**src/rtl/datapath_unit.sv**
```systemverilog
// Accumulator-style datapath with an 8-bit common bus, a 256x8 memory, a simple ALU and a one-hot
// sequence counter. Each register has its own clear/load/increment controls. The bus is
// combinational and every other output is registered.
module datapath_unit (
  input  logic       i_clk,
  input  logic       i_rst,
  // Register controls
  input  logic       i_load_ar,
  input  logic       i_load_pc,
  input  logic       i_load_dr,
  input  logic       i_load_ac,
  input  logic       i_load_ir,
  input  logic       i_load_tr,
  input  logic       i_clear_ar,
  input  logic       i_clear_pc,
  input  logic       i_clear_dr,
  input  logic       i_clear_ac,
  input  logic       i_clear_tr,
  input  logic       i_inc_ar,
  input  logic       i_inc_pc,
  input  logic       i_inc_dr,
  input  logic       i_inc_ac,
  input  logic       i_inc_tr,
  // Sequencing, memory and bus control
  input  logic       i_seq_counter_reset,
  input  logic       i_memory_read,
  input  logic       i_memory_write,
  input  logic [2:0] i_bus_selectors,
  input  logic       i_alu_enable,
  input  logic [2:0] i_alu_mode,
  // Memory preload port, only active during reset
  input  logic       i_prog_we,
  input  logic [7:0] i_prog_addr,
  input  logic [7:0] i_prog_data,
  // Observed state
  output logic [7:0] o_t,
  output logic [7:0] o_ir,
  output logic [7:0] o_ac,
  output logic [7:0] o_pc,
  output logic [7:0] o_ar,
  output logic [7:0] o_dr,
  output logic       o_e,
  output logic [7:0] o_bus
);

  // Bus source encodings
  localparam logic [2:0] SelZero = 3'd0;
  localparam logic [2:0] SelAr   = 3'd1;
  localparam logic [2:0] SelPc   = 3'd2;
  localparam logic [2:0] SelDr   = 3'd3;
  localparam logic [2:0] SelAc   = 3'd4;
  localparam logic [2:0] SelIr   = 3'd5;
  localparam logic [2:0] SelTr   = 3'd6;
  localparam logic [2:0] SelMem  = 3'd7;

  // ALU operation encodings
  localparam logic [2:0] AluAdd  = 3'b000;
  localparam logic [2:0] AluSub  = 3'b001;
  localparam logic [2:0] AluAnd  = 3'b010;
  localparam logic [2:0] AluOr   = 3'b011;
  localparam logic [2:0] AluXor  = 3'b100;
  localparam logic [2:0] AluHold = 3'b101;
  localparam logic [2:0] AluNot  = 3'b110;
  localparam logic [2:0] AluXfer = 3'b111;

  // State
  logic [7:0] r_ar;
  logic [7:0] r_pc;
  logic [7:0] r_dr;
  logic [7:0] r_ac;
  logic [7:0] r_ir;
  logic [7:0] r_tr;
  logic       r_e;
  logic [7:0] r_t;
  logic [7:0] r_mem [256];

  // Combinational signals
  logic [7:0] w_mem_rdata;
  logic [7:0] w_bus;
  logic [8:0] w_sum;
  logic [8:0] w_diff;
  logic [7:0] w_alu_ac;
  logic       w_alu_e;
  logic [7:0] w_ar_nxt;
  logic [7:0] w_pc_nxt;
  logic [7:0] w_dr_nxt;
  logic [7:0] w_ac_nxt;
  logic [7:0] w_ir_nxt;
  logic [7:0] w_tr_nxt;
  logic       w_e_nxt;
  logic [7:0] w_t_nxt;
  logic       w_t_onehot;

  assign w_mem_rdata = r_mem[r_ar];

  // Bus multiplexer; memory only drives the bus when a read is requested
  always_comb begin
    w_bus = 8'h00;
    unique case (i_bus_selectors)
      SelZero: w_bus = 8'h00;
      SelAr:   w_bus = r_ar;
      SelPc:   w_bus = r_pc;
      SelDr:   w_bus = r_dr;
      SelAc:   w_bus = r_ac;
      SelIr:   w_bus = r_ir;
      SelTr:   w_bus = r_tr;
      SelMem:  w_bus = i_memory_read ? w_mem_rdata : 8'h00;
      default: w_bus = 8'h00;
    endcase
  end

  // Subtraction as AC + ~DR + 1 so the carry out is the "no borrow" flag
  assign w_sum  = {1'b0, r_ac} + {1'b0, r_dr};
  assign w_diff = {1'b0, r_ac} + {1'b0, ~r_dr} + 9'd1;

  // ALU result; logic and transfer modes keep E
  always_comb begin
    w_alu_ac = r_ac;
    w_alu_e  = r_e;
    unique case (i_alu_mode)
      AluAdd: begin
        w_alu_ac = w_sum[7:0];
        w_alu_e  = w_sum[8];
      end
      AluSub: begin
        w_alu_ac = w_diff[7:0];
        w_alu_e  = w_diff[8];
      end
      AluAnd:  w_alu_ac = r_ac & r_dr;
      AluOr:   w_alu_ac = r_ac | r_dr;
      AluXor:  w_alu_ac = r_ac ^ r_dr;
      AluHold: w_alu_ac = r_ac;
      AluNot:  w_alu_ac = ~r_ac;
      AluXfer: w_alu_ac = r_dr;
      default: w_alu_ac = r_ac;
    endcase
  end

  // Register next-state with clear > load > inc priority
  always_comb begin
    w_ar_nxt = r_ar;
    if (i_clear_ar)     w_ar_nxt = 8'h00;
    else if (i_load_ar) w_ar_nxt = w_bus;
    else if (i_inc_ar)  w_ar_nxt = r_ar + 8'd1;

    w_pc_nxt = r_pc;
    if (i_clear_pc)     w_pc_nxt = 8'h00;
    else if (i_load_pc) w_pc_nxt = w_bus;
    else if (i_inc_pc)  w_pc_nxt = r_pc + 8'd1;

    w_dr_nxt = r_dr;
    if (i_clear_dr)     w_dr_nxt = 8'h00;
    else if (i_load_dr) w_dr_nxt = w_bus;
    else if (i_inc_dr)  w_dr_nxt = r_dr + 8'd1;

    w_tr_nxt = r_tr;
    if (i_clear_tr)     w_tr_nxt = 8'h00;
    else if (i_load_tr) w_tr_nxt = w_bus;
    else if (i_inc_tr)  w_tr_nxt = r_tr + 8'd1;

    w_ir_nxt = i_load_ir ? w_bus : r_ir;
  end

  // AC and E next-state: clear > load > ALU > inc; E only moves with the ALU
  always_comb begin
    w_ac_nxt = r_ac;
    w_e_nxt  = r_e;
    if (i_clear_ac) begin
      w_ac_nxt = 8'h00;
    end else if (i_load_ac) begin
      w_ac_nxt = w_bus;
    end else if (i_alu_enable) begin
      w_ac_nxt = w_alu_ac;
      w_e_nxt  = w_alu_e;
    end else if (i_inc_ac) begin
      w_ac_nxt = r_ac + 8'd1;
    end
  end

  // Sequence counter rotate; any non-one-hot value falls back to T0
  assign w_t_onehot = (r_t != 8'h00) && ((r_t & (r_t - 8'd1)) == 8'h00);

  always_comb begin
    w_t_nxt = {r_t[6:0], r_t[7]};
    if (i_seq_counter_reset || !w_t_onehot) w_t_nxt = 8'h01;
  end

  // Register file and sequence counter update; reset dominates every control
  always_ff @(posedge i_clk) begin
    if (i_rst) begin
      r_ar <= 8'h00;
      r_pc <= 8'h00;
      r_dr <= 8'h00;
      r_ac <= 8'h00;
      r_ir <= 8'h00;
      r_tr <= 8'h00;
      r_e  <= 1'b0;
      r_t  <= 8'h01;
    end else begin
      r_ar <= w_ar_nxt;
      r_pc <= w_pc_nxt;
      r_dr <= w_dr_nxt;
      r_ac <= w_ac_nxt;
      r_ir <= w_ir_nxt;
      r_tr <= w_tr_nxt;
      r_e  <= w_e_nxt;
      r_t  <= w_t_nxt;
    end
  end

  // Memory write: preload port during reset, bus write at old AR otherwise; never cleared
  always_ff @(posedge i_clk) begin
    if (i_rst) begin
      if (i_prog_we) r_mem[i_prog_addr] <= i_prog_data;
    end else if (i_memory_write) begin
      r_mem[r_ar] <= w_bus;
    end
  end

  assign o_t   = r_t;
  assign o_ir  = r_ir;
  assign o_ac  = r_ac;
  assign o_pc  = r_pc;
  assign o_ar  = r_ar;
  assign o_dr  = r_dr;
  assign o_e   = r_e;
  assign o_bus = w_bus;

endmodule

```
**config.mk**
```make
export PLATFORM = sky130hd
export DESIGN_NAME = datapath_unit
export DESIGN_NICKNAME = d
export VERILOG_FILES = /design/src/rtl/datapath_unit.sv
export SDC_FILE = /design/constraint.sdc
export NUM_CORES = 2
export LEC_CHECK = 0
export CORE_MARGIN = 4
export CORE_UTILIZATION = 36
export DETAILED_ROUTE_END_ITERATION = 10
export GPL_ROUTABILITY_DRIVEN = 1
export PLACE_DENSITY_LB_ADDON = 0.12
export SYNTH_ARGS = -nofsm -noshare
export SYNTH_HDL_FRONTEND = slang
export SYNTH_SLANG_ARGS = --single-unit
```
**constraint.sdc**
```tcl
create_clock -name i_clk -period 18 [get_ports i_clk]
set_input_delay 1.8 -clock i_clk [delete_from_list [all_inputs] [get_ports i_clk]]
set_output_delay 1.8 -clock i_clk [all_outputs]
set_load 0.02 [all_outputs]
```
==> results.sh <==
export IMPL_outcome="complete, but fails checks"
export IMPL_violations="capacitance limit, slew limit"
export IMPL_synth_edf_count=2048
export IMPL_cts_tree="done"
export IMPL_synth_top_cells_by_area="edfxtp_1 (73%), mux4_2 (14%), nor2_1 (1.6%)"
export IMPL_via_per_inst=5.68
export IMPL_grt_pass1_wl_um=370000
export IMPL_drive_gt1_share_pct=22.1
export IMPL_finish_utilization_pct=41.4
export IMPL_yosys_area_top_type="edfxtp_1"
export IMPL_hold_viol_final=0
export IMPL_nets=4645
export IMPL_grt_usage_pct=21.6
export IMPL_slew_headroom_pct=-1.74
export IMPL_syn_instance_count=4369
export IMPL_crit_required_ns=16.20
export IMPL_wl_per_cell_um=33.7
export IMPL_worst_path_max_fanout=74
export IMPL_worstMarginPinSlew_ns=1.51
export IMPL_async_reset_ff_share_pct=0
export IMPL_syn_avg_cell_area_um2=19.4
export IMPL_cts_buffer_depth=3
export IMPL_critPathMostFrequentCell="buf_4"
export IMPL_pre_cts_ws_ns=9.30
export IMPL_worst_path_buf_inv=6
export IMPL_core_area_um2=233000
export IMPL_p_per_area_nw_per_um2=110
export IMPL_crit_family="buffers and inverters"
export IMPL_antenna_found_initial=13
export IMPL_cts_root_buf="clkbuf_16"
export IMPL_port_buffers=101
export IMPL_crit_chain="buf_4 > buf_12 > buf_4 > mux4_2 > mux4_2 > a32o_1 > a211oi_1 > a311o_1 > o31a_1 > buf_4 > inv_1 > clkdlybuf4s50_1"
export IMPL_rr_worst_depth=15
export IMPL_post_cts_resized=0
export IMPL_fin_cells=7896
export IMPL_fin_setup_tns_ns=0
export IMPL_hold_slack_ns=0.498
export IMPL_via_count=44900
export IMPL_slowest_delay_ns=0.91
export IMPL_worstSetupPathType="reg -> out"
export IMPL_first_global_vias=44700
export IMPL_dp_cells=7477
export IMPL_min_period_over_period_pct=49.3
export IMPL_period_minus_slack_ns=8.88
export IMPL_pin_count=102
export IMPL_hold_end="o_e$_SDFFE_PP0P_"
export IMPL_start_util_pct=36.3
export IMPL_syn_to_final_growth_pct=14.1
export IMPL_ir_drop_uv=80.1
export IMPL_r2r_end="r_mem[51][6]$_DFFE_PP_"
export IMPL_post_cts_buffers=0
export IMPL_netlist_area_um2=84700
export IMPL_arrival_ns=7.08
export IMPL_end_kind="output port"
export IMPL_dp_final_hpwl_um=164000
export IMPL_slowest_stage="a211oi_1"
export IMPL_rsz0062_at_grt="no"
export IMPL_netlist_area_leader_share_pct=72.6
export IMPL_clock_latency_ns=0.86
export IMPL_finalWirelength_um=266000
export IMPL_dieArea_um2=243000
export IMPL_ys_warn_count=0
export IMPL_cts_inserted_buffers=222
export IMPL_die_w_um=493
export IMPL_skew_ns=0.0426
export IMPL_syn_num_nets=4445
export IMPL_synth_main_ff_cell="edfxtp_1"
export IMPL_clk_pin_slew_ns=0.06
export IMPL_leakage_nw=29.3
export IMPL_gp_congestion=0.828
export IMPL_cp_start_kind="register"
export IMPL_holdBufCountCts=0
export IMPL_seq_area_frac_synth_pct=74.2
export IMPL_cts_htree_levels=4
export IMPL_n_fill_cell=20600
export IMPL_finalWorstSetupSlack_ns=9.12
export IMPL_hold_path_depth=2
export IMPL_grt_start_max_net_pins=256
export IMPL_chipHeight_um=493
export IMPL_setup_viol_count_final=0
export IMPL_yosysUniqueCellTypes=84
export IMPL_grt_overflow_total=0
export IMPL_drc_errors=0
export IMPL_clock_sinks=2113
export IMPL_drtIter0Drc=4813
export IMPL_maxCapViolCount=1
export IMPL_dr_pass1_iters=5
export IMPL_worstHoldPathType="reg -> reg"
export IMPL_synth_seq_cells=2113
export IMPL_worstHoldStart="o_e$_SDFFE_PP0P_"
export IMPL_clock_fmax_mhz=113
export IMPL_rrSetupSlack_ns=9.87
export IMPL_drv_slew=3
export IMPL_num_rows=177
export IMPL_ant_nets=0
where the power goes:
group          internal (mW)  total [mW]  switching (mW)
clock network           2.55        4.50            1.94
registers               5.46        5.47          0.0188
logic                  0.199       0.642           0.443
total                   8.21        10.6            2.41
registers in the layout (all words and copies together) (netlist names), named ones only:
register	cells
o_ir	8
o_e	1
o_ac	8
o_t	8
r_mem	2048
o_ar	8
r_tr	8
o_pc	8
o_dr	8
per-layer routing:
layer	vias to the layer above	GRT usage (%)	share of wire [%]
met3	363	3.61	6.5
li1	18300	-	-
met2	1715	33.9	47
met5	-	0	0.023
met4	10	5.99	2.8
met1	24400	31.3	44
synth_stat cells, types with 22 or more instances:
master	number
clkbuf_1	114
nor2_1	355
a211oi_1	60
a31oi_1	28
nor3_1	34
o22ai_1	33
mux4_2	520
edfxtp_1	2048
xnor2_1	22
buf_2	53
and2_1	25
nand2_1	230
buf_6	33
nand3_1	75
a22oi_1	24
ha_1	29
mux2i_1	93
buf_4	27
a21oi_1	45
inv_1	42
nor2b_1	24
dfxtp_1	65
o21ai_0	67
a221oi_1	32
how the worst max path moves through the flow:
stage                             to  slack, ns  cells past startpoint
2_1_floorplan  r_mem[0][2]$_DFFE_PP_       2.59                      9
3_3_place_gp                o_bus[2]       9.36                     11
3_5_place_dp                o_bus[2]       9.30                     11
4_1_cts                     o_bus[2]       9.10                     12
5_1_grt                     o_bus[1]       9.02                     12
6_report                    o_bus[2]       9.12                     12
placed cells by master (no fill, tap or decap), types with 12 or more instances in the layout:
cell | synthesis | layout
nor2b_1 | 24 | 21
a31oi_1 | 28 | 28
o22ai_1 | 33 | 33
nand4_1 | 17 | 17
ha_1 | 29 | 29
a22oi_1 | 24 | 24
buf_4 | 27 | 120
mux2_2 | 21 | 21
clkinv_2 | 0 | 54
a21oi_1 | 45 | 45
clkinv_1 | 2 | 51
mux2i_1 | 93 | 93
inv_1 | 42 | 41
a2111oi_0 | 14 | 12
xnor2_1 | 22 | 22
clkbuf_1 | 114 | 46
a211oi_1 | 60 | 59
o21ai_0 | 67 | 57
edfxtp_1 | 2048 | 2048
and3_1 | 17 | 17
dfxtp_1 | 65 | 60
clkdlybuf4s50_1 | 0 | 101
nand3b_1 | 12 | 12
nand3_1 | 75 | 61
a221oi_1 | 32 | 32
nand3_2 | 0 | 14
nand2b_1 | 17 | 16
bufinv_16 | 0 | 18
mux4_2 | 520 | 520
clkbuf_16 | 0 | 226
nand2_1 | 230 | 230
nor3_1 | 34 | 34
nor2_1 | 355 | 354
and2_1 | 25 | 25
through the flow:
| stage | power (mW) | instance area [um^2] |
|---|---|---|
| after global placement | 6.22 | 89500 |
| after CTS | 10.7 | 96500 |
| after global routing | 11.0 | 96500 |
| after detailed placement | 6.23 | 89500 |
| after floorplan | 6.01 | 84700 |
| final | 10.6 | 96600 |
logic make-up after synthesis:
kind of cell | share of synthesized area (%)
AOI/OAI and AO/OA | 3.52
xor gates and xnor gates | 0.331
adders and majority gates | 0.488
buffers and inverters | 1.92
DFF | 74.2
muxes | 15.2
and+or+nand+nor | 4.36
cell type report:
cell class / count / area, um^2 / share of cell area, %
diodes: 7 / 17.5 / 0.0181
clock buffers: 272 / 5830 / 6.04
clock inverters: 140 / 1220 / 1.27
inverters: 47 / 183 / 0.189
multi-input cells: 1954 / 20500 / 21.2
flip-flops and latches: 2113 / 62800 / 65.1
well taps: 3132 / 3920 / 4.06
repair buffers: 231 / 2110 / 2.19
worst reg2reg max path: stages, from the launching register on:
cell	delay (ns)
dfxtp_4	0.62
buf_4	0.66
buf_12	0.56
buf_4	0.65
mux2i_1	0.18
o221ai_1	0.26
o22ai_1	0.11
a221oi_1	0.66
o21ai_0	0.20
nor3_1	0.81
a21oi_2	0.12
buf_4	0.24
o21ai_4	0.16
buf_4	0.71
buf_4	0.89
buf_4	0.80
Note: power is estimated with default switching activity, not from simulation.
